[src/rtl/stack_machine_memory.sv]
// Unified program/data memory for the stack machine core.
// One single-ported array is shared by a read-only fetch port and a
// read/write data port. The data port has fixed priority over fetch.
// After reset the array is swept to zero, and programs can be loaded
// serially at run time through the load interface.
module stack_machine_memory #(
  parameter int WIDTH  = 8,
  parameter int DEPTH  = 32,
  parameter int ADDR_W = 8
) (
  input  logic              clk,
  input  logic              rst_n,
  input  logic              load_en,
  input  logic              load_valid,
  input  logic [WIDTH-1:0]  load_data,
  output logic              load_done,
  output logic              busy,
  input  logic              if_req,
  input  logic [ADDR_W-1:0] if_addr,
  output logic              if_gnt,
  output logic              if_valid,
  output logic [WIDTH-1:0]  if_rdata,
  input  logic              d_req,
  input  logic              d_we,
  input  logic [ADDR_W-1:0] d_addr,
  input  logic [WIDTH-1:0]  d_wdata,
  output logic              d_gnt,
  output logic              d_valid,
  output logic [WIDTH-1:0]  d_rdata,
  output logic              d_err
);

  localparam int PTR_W = (DEPTH > 1) ? $clog2(DEPTH) : 1;
  localparam logic [PTR_W-1:0] LAST = PTR_W'(DEPTH - 1);

  typedef enum logic [1:0] {ST_CLEAR, ST_RUN, ST_LOAD} state_t;

  state_t           state_reg, state_next;
  logic [PTR_W-1:0] ptr_reg;   // zero-sweep pointer
  logic [PTR_W-1:0] lptr_reg;  // program-load pointer

  logic [WIDTH-1:0] mem [DEPTH];

  logic             run_ok;
  logic             d_in_range, if_in_range;
  logic             mem_we;
  logic [PTR_W-1:0] mem_waddr;
  logic [WIDTH-1:0] mem_wdata;

  // Grants only in RUN, and not in the cycle that requests LOAD.
  assign run_ok      = (state_reg == ST_RUN) && !load_en;
  assign d_gnt       = run_ok && d_req;
  assign if_gnt      = run_ok && if_req && !d_req;
  // Gated with rst_n so every output reads 0 while reset is held.
  assign busy        = rst_n && (state_reg != ST_RUN);
  assign d_in_range  = int'(d_addr) < DEPTH;
  assign if_in_range = int'(if_addr) < DEPTH;

  // FSM state register.
  always_ff @(posedge clk or negedge rst_n) begin
    if (!rst_n) state_reg <= ST_CLEAR;
    else        state_reg <= state_next;
  end

  // Next-state logic: sweep, run, and serial load with early abort.
  always_comb begin
    state_next = state_reg;
    case (state_reg)
      ST_CLEAR: if (ptr_reg == LAST) state_next = ST_RUN;
      ST_RUN:   if (load_en) state_next = ST_LOAD;
      ST_LOAD: begin
        if (load_valid && lptr_reg == LAST) state_next = ST_RUN;
        else if (!load_en)                  state_next = ST_RUN;
      end
      default:  state_next = ST_CLEAR;
    endcase
  end

  // Single write port: sweep, load, or granted in-range data write.
  always_comb begin
    mem_we    = 1'b0;
    mem_waddr = '0;
    mem_wdata = '0;
    case (state_reg)
      ST_CLEAR: begin
        mem_we    = 1'b1;
        mem_waddr = ptr_reg;
      end
      ST_LOAD: begin
        mem_we    = load_valid;
        mem_waddr = lptr_reg;
        mem_wdata = load_data;
      end
      ST_RUN: begin
        mem_we    = d_gnt && d_we && d_in_range;
        mem_waddr = d_addr[PTR_W-1:0];
        mem_wdata = d_wdata;
      end
      default: mem_we = 1'b0;
    endcase
  end

  // Array write; the array itself has no reset, the sweep clears it.
  always_ff @(posedge clk) begin
    if (mem_we) mem[mem_waddr] <= mem_wdata;
  end

  // Sweep and load pointers; neither wraps past DEPTH-1.
  always_ff @(posedge clk or negedge rst_n) begin
    if (!rst_n) begin
      ptr_reg  <= '0;
      lptr_reg <= '0;
    end else begin
      if (state_reg == ST_CLEAR)
        ptr_reg <= (ptr_reg == LAST) ? '0 : ptr_reg + PTR_W'(1);
      if (state_reg == ST_LOAD) begin
        if (state_next != ST_LOAD) lptr_reg <= '0;
        else if (load_valid)       lptr_reg <= lptr_reg + PTR_W'(1);
      end
    end
  end

  // Registered read data, valid/err pulses and load completion pulse.
  always_ff @(posedge clk or negedge rst_n) begin
    if (!rst_n) begin
      if_valid  <= 1'b0;
      if_rdata  <= '0;
      d_valid   <= 1'b0;
      d_rdata   <= '0;
      d_err     <= 1'b0;
      load_done <= 1'b0;
    end else begin
      if_valid  <= 1'b0;
      d_valid   <= 1'b0;
      d_err     <= 1'b0;
      load_done <= (state_reg == ST_LOAD) && load_valid && (lptr_reg == LAST);
      if (d_gnt) begin
        d_err <= !d_in_range;
        if (!d_we) begin
          d_valid <= 1'b1;
          d_rdata <= d_in_range ? mem[d_addr[PTR_W-1:0]] : '0;
        end
      end
      if (if_gnt) begin
        if_valid <= 1'b1;
        if_rdata <= if_in_range ? mem[if_addr[PTR_W-1:0]] : '0;
      end
    end
  end

endmodule

[config.mk]
export PLATFORM = sky130hd
export DESIGN_NAME = stack_machine_memory
export DESIGN_NICKNAME = d
export VERILOG_FILES = /design/src/rtl/stack_machine_memory.sv
export SDC_FILE = /design/constraint.sdc
export NUM_CORES = 1
export LEC_CHECK = 0
export BUFFER_PORTS_ARGS = -buffer_cell sky130_fd_sc_hd__clkbuf_2
export CORE_MARGIN = 2
export CORE_UTILIZATION = 29
export DETAILED_ROUTE_END_ITERATION = 8
export SYNTH_ARGS = -nofsm -noshare
export SYNTH_HDL_FRONTEND = slang
export SYNTH_SLANG_ARGS = --single-unit
[constraint.sdc]
create_clock -name clk -period 7.8 [get_ports clk]
set_clock_uncertainty 0.2 [all_clocks]
set_input_delay 0.78 -clock clk [delete_from_list [all_inputs] [get_ports clk]]
set_output_delay 0.78 -clock clk [all_outputs]
set_load 0.05 [all_outputs]
==> impl_metrics.ini <==
[sta]
whs_ns = 0.05488
max_freq_ghz = 0.2488
final_max_slew_viol_count = 0
worstMarginPinSlew_ns = 1.267
finalCritPeriodShare = 0.5152
setup_slack_ns = 3.781
setup_violations = 0
setup-tns-final_ns = 0
period_needed_ns = 4.019
slew_headroom = 0.1523
rsz0062_at_grt = no
finalHoldViolCount = 0

[floorplanning]
rows = 79
dieArea_sq_um = 49310
die_w_um = 222.1
fp.dieH_um = 222.1
design.core.area_sq_um = 46750
ios = 62
start_util = 0.2949

[cts]
cts_root_buf = clkbuf_16
htreeDepth = 1
post-cts-setup-buffer-count = 0
clk_latency_ns = 0.60
cts-resized-gates = 0
clkSinkCount = 288
cts_inserted_buffers = 30
ctsLongestPathBuffers = 3
tritoncts = done
cts.clk_slew.worst_paths_ns = 0.07
cts_hold_buf = 0

[run]
max_cap_violations = 0

[critical_path]
critPathKind = register to register
critPathArrivalTime_ns = 4.00
critical_path.cell_chain = inv_1, ha_1, nand3b_1, inv_2, nand3_1, a31oi_2, nand3_1, nor2_1
cp.required_ns = 7.78
path_common_cell = nand3_1
cp-end-kind = register
path_max_fanout = 19
startpoint_type = register
critPathMaxStageDelay_ns = 1.11
crit_slowest_cell = nor2_1

[logic_synthesis]
yosys.area_share.simple = 0.04002
yosysTopAreaCellShare = 0.5575
synth.distinct_cells = 50
yosys.area.top_type = edfxtp_1
synth_area_leaders = edfxtp_1 (56%), mux4_2 (16%), mux2i_1 (6.0%)
ys_seq_elements = 288
synth_nets = 860
syn_area_per_cell_sq_um = 16.96
synthesis.area_sq_um = 13790
ys_warn_count = 0
synth_top_family_by_area = multiplexers
synth_edf_count = 256
synth_xor_area_frac = 0
synthArstFlopShare = 0.1111
syn_inst = 813
yosys-mux-area-fraction = 0.2285
synth_compound_area_frac = 0.08122
ys.flop_type = edfxtp_1
seq_area_frac_synth = 0.6156
synth_fa_ha_area_frac = 0.007260

[pwr]
ir_drop_uv = 187.7
p_comb_frac = 0.209
p_sw_frac = 0.3005
power.leakage_nw = 5.381
power.internal_mw = 3.156
power_density_nw_per_um2 = 286.9
clkPwrFrac = 0.341
p_sw_mw = 1.356
p_seq_frac = 0.449
finalPower_mw = 4.512

[route]
vias = 8319
viasPerCell = 5.561
drt_iter0_drc = 1021
wl_per_cell_um = 26.40
drc = 0
drt-total-wl_um = 39500
antenna_left = 0
drt_pre_antenna_iters = 7

[placement]
postPlaceCellArea_sq_um = 14670
place_inst = 1439
portBuffers = 61
dp_hpwl_um = 25750
place_ws_ns = 3.902
gp_congestion = 0.8279

[finish]
top_regs = mem (256), d_rdata (8), if_rdata (8)
finalNonFillerCells = 1496
syn2layout_area_growth_pct = 14.04
nets = 911
drive_gt1_frac = 0.2785
design_area_sq_um = 15720
largest_register = mem
nFillCells = 4435
largest_reg_flops = 256
post-route-util = 0.3363

[global_route]
grt_util_met3 = 0.04188
grt.busiest_layer = met2
globalRouteTotalUtil = 0.1590
use_met2 = 0.2404
grt_pass1_vias = 8427
grt_max_degree = 56
met1_usage = 0.2258
antenna_found_initial = 2
overflow = 0
grt_pass1_wl_um = 58100

[status]
outcome = finished clean

[min_path]
hold_path.class = input pin to asynchronous set/reset pin
==> critical path: cells and delay by family (launching register included) <==
kind / cells / cell delay, ns
AND/OR/NAND/NOR: 4 / 1.87
adder cells (fa/ha/maj): 1 / 0.62
flip-flops: 1 / 0.41
AO/OA/AOI/OAI: 1 / 0.31
buffers and inverters: 2 / 0.21
==> cell usage in the layout (no fill, tap or decap), types with 23 or more instances in the layout <==
cell and instances:
clkbuf_16 30, a22oi_1 35, nor2_1 38, dfrtp_1 32, edfxtp_1 256, nand2_1 23
a21oi_1 26, mux2i_1 83, mux4_2 100, clkbuf_2 59
==> area by class of cell <==
class	instances	area (sq um)	area share
clock inverters	24	299.0	0.01902
multi-input cells	459	4950	0.3148
repair buffers	79	445.4	0.02833
inverters	6	22.52	0.001432
well taps	607	759.5	0.04830
diodes	2	5.005	0.0003183
clock buffers	31	754.5	0.04798
flip-flops and latches	288	8488	0.5398
==> Yosys cell counts, types with 2 or more instances <==
| library cell | n |
|---|---|
| buf_6 | 6 |
| ha_1 | 8 |
| and3_1 | 4 |
| a22o_1 | 11 |
| nor2_1 | 38 |
| buf_8 | 2 |
| edfxtp_1 | 256 |
| a21oi_1 | 26 |
| inv_1 | 4 |
| o211ai_1 | 7 |
| a22oi_1 | 35 |
| dfrtp_1 | 32 |
| nand3b_1 | 4 |
| buf_2 | 10 |
| mux2_2 | 5 |
| o2111a_1 | 7 |
| mux4_2 | 100 |
| nand2b_1 | 3 |
| buf_4 | 9 |
| nor2b_1 | 19 |
| inv_2 | 2 |
| a221oi_1 | 15 |
| clkbuf_1 | 22 |
| nand3_1 | 2 |
| a211oi_1 | 10 |
| nand2_1 | 23 |
| a311oi_1 | 7 |
| mux2i_1 | 83 |
| nor3_1 | 3 |
| a222oi_1 | 5 |
| o21ai_0 | 15 |
| buf_1 | 10 |
| o21ai_1 | 7 |
| and2_1 | 7 |
==> metal layers <==
metal / share of wire / wire, um
met1: 0.42 / 16490
met4: 0.025 / 972
met3: 0.10 / 4101
met5: 0 / 0
met2: 0.45 / 17940
==> path summary, 6_finish.rpt <==
| path | start | to | slack (ns) | depth (start not counted) |
|---|---|---|---|---|
| setup / recovery | state_reg[1]$_DFF_PN0_ | mem[12][0]$_DFFE_PP_ | 3.78 | 8 |
| hold / removal | rst_n | d_rdata[2]$_DFFE_PN0P_ | 0.05 | 2 |
| setup reg to reg | state_reg[1]$_DFF_PN0_ | mem[12][0]$_DFFE_PP_ | 3.78 | 8 |
| hold reg to reg | ptr_reg[3]$_DFFE_PN0N_ | ptr_reg[3]$_DFFE_PN0N_ | 0.32 | 1 |
| max in group asynchronous | rst_n | if_rdata[4]$_DFFE_PN0P_ | 6.96 | 2 |
| min in group clk | d_req | d_err$_DFF_PN0_ | 0.32 | 3 |
==> power groups by stage <==
stage / clock network (mW) / registers, mW / logic [mW]
final: 1.54 / 2.03 / 0.944
after global routing: 1.61 / 2.05 / 1.02
after CTS: 1.55 / 2.03 / 0.952
after detailed placement: 0 / 2.06 / 0.945
after global placement: 0 / 2.05 / 0.931
after floorplan: 0 / 2.04 / 0.599
==> cell families after synthesis <==
group	count (synthesis)
compound gates	152
simple gates	110
buf+inv	66
flops	288
mux	189
fa+ha+maj	8
Power figures use the tool's default switching activity.
